==> src/rtl/bcd_counter3.sv <==
// rtl/bcd_counter3.sv - three-digit BCD up/down counter with prescaler and load
// Down counting is built only when BCD_COUNTER3_DOWN_EN is defined.
module bcd_counter3 #(
  parameter int unsigned DIV = 10000000
) (
  input  logic        clk,
  input  logic        rst_n,
  input  logic        en,
  input  logic        up_dn,
  input  logic        load,
  input  logic [11:0] load_val,
  output logic [11:0] digits,
  output logic        tick,
  output logic        carry
);

  localparam logic [23:0] LAST = 24'(DIV - 1);

  logic [23:0] presc;

  logic [3:0] u, t, h;
  assign u = digits[3:0];
  assign t = digits[7:4];
  assign h = digits[11:8];

  function automatic logic [3:0] clamp9(input logic [3:0] n);
    return (n > 4'd9) ? 4'd9 : n;
  endfunction

  // Per-nibble BCD increment: a digit only advances when all lower digits wrap
  logic        u9, t9, h9;
  logic [11:0] inc_val;
  logic        inc_wrap;
  assign u9 = (u == 4'd9);
  assign t9 = (t == 4'd9);
  assign h9 = (h == 4'd9);
  assign inc_val[3:0]  = u9 ? 4'd0 : u + 4'd1;
  assign inc_val[7:4]  = u9 ? (t9 ? 4'd0 : t + 4'd1) : t;
  assign inc_val[11:8] = (u9 && t9) ? (h9 ? 4'd0 : h + 4'd1) : h;
  assign inc_wrap      = u9 && t9 && h9;

  logic [11:0] next_val;
  logic        next_wrap;

`ifdef BCD_COUNTER3_DOWN_EN
  logic        u0, t0, h0;
  logic [11:0] dec_val;
  logic        dec_wrap;
  assign u0 = (u == 4'd0);
  assign t0 = (t == 4'd0);
  assign h0 = (h == 4'd0);
  assign dec_val[3:0]  = u0 ? 4'd9 : u - 4'd1;
  assign dec_val[7:4]  = u0 ? (t0 ? 4'd9 : t - 4'd1) : t;
  assign dec_val[11:8] = (u0 && t0) ? (h0 ? 4'd9 : h - 4'd1) : h;
  assign dec_wrap      = u0 && t0 && h0;

  // up_dn is only consulted here, i.e. when a step actually lands
  assign next_val  = up_dn ? inc_val : dec_val;
  assign next_wrap = up_dn ? inc_wrap : dec_wrap;
`else
  logic unused_up_dn;
  assign unused_up_dn = up_dn;
  assign next_val     = inc_val;
  assign next_wrap    = inc_wrap;
`endif

  always_ff @(posedge clk) begin
    if (!rst_n) begin
      presc  <= 24'd0;
      digits <= 12'h000;
      tick   <= 1'b0;
      carry  <= 1'b0;
    end else if (load) begin
      presc  <= 24'd0;
      digits <= {clamp9(load_val[11:8]), clamp9(load_val[7:4]), clamp9(load_val[3:0])};
      tick   <= 1'b0;
      carry  <= 1'b0;
    end else if (en) begin
      if (presc == LAST) begin
        presc  <= 24'd0;
        digits <= next_val;
        tick   <= 1'b1;
        carry  <= next_wrap;
      end else begin
        presc  <= presc + 24'd1;
        tick   <= 1'b0;
        carry  <= 1'b0;
      end
    end else begin
      tick  <= 1'b0;
      carry <= 1'b0;
    end
  end

endmodule

==> config.mk <==
export PLATFORM = sky130hd
export DESIGN_NAME = bcd_counter3
export DESIGN_NICKNAME = d
export VERILOG_FILES = /design/src/rtl/bcd_counter3.sv
export SDC_FILE = /design/constraint.sdc
export NUM_CORES = 1
export LEC_CHECK = 0
export CORE_ASPECT_RATIO = 0.75
export CORE_MARGIN = 2
export CORE_UTILIZATION = 45
export DETAILED_ROUTE_END_ITERATION = 8
export PLACE_DENSITY = 0.69
export SLEW_MARGIN = 20
export SYNTH_ARGS = -nofsm -noshare
export SYNTH_HDL_FRONTEND = slang
export SYNTH_SLANG_ARGS = --single-unit
==> constraint.sdc <==
create_clock -name clk -period 2.4 [get_ports clk]
set_input_delay 0.6 -clock clk [delete_from_list [all_inputs] [get_ports clk]]
set_output_delay 0.6 -clock clk [all_outputs]
set_load 0.02 [all_outputs]
==> impl_metrics.env <==
export IMPL_slew_violations=0
export IMPL_netlist_area_um2=1970
export IMPL_htree_levels=2
export IMPL_die_area_um2=4930
export IMPL_finalClockSkew_ns=0.0110
export IMPL_routedWlPerCell_um=12.6
export IMPL_gp_congestion=0.795
export IMPL_whs_ns=0.522
export IMPL_cts_tree="yes"
export IMPL_crit_arrival_ns=2.24
export IMPL_worst_setup_path_start_kind="input port"
export IMPL_leakage_nw=0.912
export IMPL_clock_path_buffers=2
export IMPL_vias=1637
export IMPL_outcome="complete, no violations"
export IMPL_synthCells=230
export IMPL_max_stage_delay_ns=0.52
export IMPL_insertedDiodeCount=0
export IMPL_synth_area_leader_cell="dfxtp_1"
export IMPL_viasPerCell=5.08
export IMPL_layout_cells_most_common_list="38 x dfxtp_1, 35 x nor2_1, 29 x clkdlybuf4s50_1"
export IMPL_cts_sinks=38
export IMPL_syn_avg_cell_area_um2=8.57
export IMPL_post_cts_resized=0
export IMPL_setup_violations=0
export IMPL_tns_ns=0
export IMPL_cts_root_buf="clkbuf_8"
export IMPL_sw_frac_of_total_pct=22.4
export IMPL_max_slew_margin_rel_pct=68.1
export IMPL_pin_count=31
export IMPL_synth_flop_cell="dfxtp_1"
export IMPL_hold_viol=0
export IMPL_wirelength_um=4060
export IMPL_use_met2_pct=25.7
export IMPL_slowest_stage="clkdlybuf4s50_1"
export IMPL_clock_power_share_pct=40.3
export IMPL_ys_seq_area_share_pct=38.6
export IMPL_track_usage_pct=18.3
export IMPL_max_cap_viol_count=0
export IMPL_drt_initial_drc_count=90
export IMPL_fmax_ghz=0.487
export IMPL_nFillCells=368
export IMPL_internal_power_w=0.00106
export IMPL_combPwrFrac_pct=10.8
export IMPL_grt_ovfl_total=0
export IMPL_rows=20
export IMPL_ctsHoldBuffers=0
export IMPL_tightest_slew_ns=0.477
export IMPL_worstPathCellList="clkdlybuf4s50_1, and3_1, nand4_1, or2_1, mux2_1, o211a_1"
export IMPL_grt_pass1_vias=1394
export IMPL_grt_max_degree=24
export IMPL_cts_setup_buffers=0
export IMPL_post_route_drc_count=0
export IMPL_min_path_cells=2
export IMPL_endpoint_kind="flop"
export IMPL_required_ns=2.58
export IMPL_syn_num_nets=248
export IMPL_period_needed_ns=2.05
export IMPL_netlist_top_cells_area="dfxtp_1 39%, xnor2_1 8.9%, nor2_1 6.7%, xor2_1 4.9%, o211a_1 3.0%"
export IMPL_io_buffers=29
export IMPL_clk_latency_ns=0.28
export IMPL_nNetsFinal=285
export IMPL_layout_commonest_cell="dfxtp_1"
export IMPL_power_density_nw_per_um2=546
export IMPL_firstDrtPassIters=4
export IMPL_busiest_layer="met1"
export IMPL_worst_path_max_fanout=4
export IMPL_yosysWarnings=0
export IMPL_grt_pass1_wl_um=6770
export IMPL_synth_edf_count=0
export IMPL_vdd_ir_drop_worst_mv=0.315
export IMPL_antenna_found_initial=0
export IMPL_p_sw_w=0.000305
export IMPL_ant_nets=0
export IMPL_core_um2=4130
export IMPL_yosysTopAreaCellShare_pct=38.6
export IMPL_ys_seq_elements=38
export IMPL_worstSetupPathType="input port to flop"
export IMPL_async_flop_share_pct=0
export IMPL_cts_buffers=5
export IMPL_worstRegToRegCells=5
export IMPL_syn2layout_area_growth_pct=26.4
export IMPL_hpwl_um=3080
export IMPL_clk_pin_slew_ns=0.08
export IMPL_min_period_over_period_pct=85.5
export IMPL_rsz0062_at_grt="no"
export IMPL_grtUsageMet1_pct=27.1
export IMPL_synth_distinct_cells=42
export IMPL_power_frac_seq_pct=48.8
export IMPL_die_h_um=61.3
export IMPL_start_util_pct=47.8
export IMPL_use_met3_pct=4.55
export IMPL_die_width_um=80.4
export IMPL_hp_class="flop to flop"
export IMPL_drive_gt1_share_pct=8.61
state kept, by name (all words and copies together) (netlist names):
name    count
digits     12
presc      24
tick        1
carry       1
worst max-delay path: cells and delay by family:
family | cells | cell delay (ns)
muxes | 1 | 0.31
buffers and inverters | 1 | 0.52
and+or+nand+nor | 3 | 0.61
AOI/OAI and AO/OA | 1 | 0.20
layer usage:
layer | wire length, um | part of all wire (%)
met1 | 2200 | 54
met2 | 1670 | 41
met3 | 136 | 3.3
met4 | 51 | 1.3
met5 | 0 | 0
worst paths after layout:
check                                         endpoint  slack [ns]                    from
worst max-delay path            digits[1]$_SDFFE_PN0P_        0.35                      en
worst min register to register  presc[23]$_SDFFE_PP0P_        0.52  presc[23]$_SDFFE_PP0P_
worst min-delay path            presc[23]$_SDFFE_PP0P_        0.52  presc[23]$_SDFFE_PP0P_
worst max register to register  digits[1]$_SDFFE_PN0P_        0.58   presc[7]$_SDFFE_PP0P_
through the flow:
stage | instances | setup slack (ns) | area [um2] | power, W | utilization, %
2_1_floorplan | 230 | 0.528 | 1970 | 0.000751 | -
3_3_place_gp | 315 | 0.0667 | 2380 | 0.000824 | 57.6
3_5_place_dp | 315 | 0.0459 | 2380 | 0.000827 | 57.6
4_1_cts | 322 | 0.350 | 2490 | 0.00137 | 60.4
5_1_grt | 322 | 0.215 | 2490 | 0.00142 | 60.4
6_report | 322 | 0.347 | 2490 | 0.00136 | 60.4
final cells by class:
cell class	instances	area [um2]	share of cell area [%]
flip-flops and latches	38	761	30.5
clock buffers	6	82.6	3.31
clock inverters	1	30.0	1.20
repair buffers	39	378	15.2
multi-input cells	172	1130	45.4
inverters	11	41.3	1.66
well taps	55	68.8	2.76
power groups by stage:
| stage | Clock [W] | Sequential, W | Combinational, W |
|---|---|---|---|
| 2_1_floorplan | 0 | 0.000688 | 0.0000626 |
| 3_3_place_gp | 0 | 0.000679 | 0.000145 |
| 3_5_place_dp | 0 | 0.000679 | 0.000147 |
| 4_1_cts | 0.000561 | 0.000664 | 0.000148 |
| 5_1_grt | 0.000595 | 0.000667 | 0.000160 |
| 6_report | 0.000549 | 0.000665 | 0.000147 |
cells by family (layout without fill, tap and decap cells):
kind of cell               count (synthesis)  in the layout  synth area share (%)
xor gates and xnor gates                  31             31                  13.8
buffers and inverters                     20             57                  4.06
adders and majority gates                  1              1                 0.634
DFF                                       38             38                  38.6
muxes                                      7              7                  3.68
and+or+nand+nor                          109            109                  31.0
AOI/OAI and AO/OA                         24             24                  8.31
cells in the mapped netlist, drive strengths merged (2+ instances only):
library cell / number
and3: 2
nor2: 35
nand2b: 4
nor4: 4
nand3b: 5
o211a: 6
a21oi: 3
dfxtp: 38
clkbuf: 6
o21ai: 9
nand3: 9
xnor2: 20
buf: 3
nand2: 16
nand4: 7
nor3b: 2
xor2: 11
mux2i: 5
mux2: 2
nor3: 9
a31oi: 2
and4: 6
inv: 11
nor2b: 4
Power figures use the tool's default switching activity.
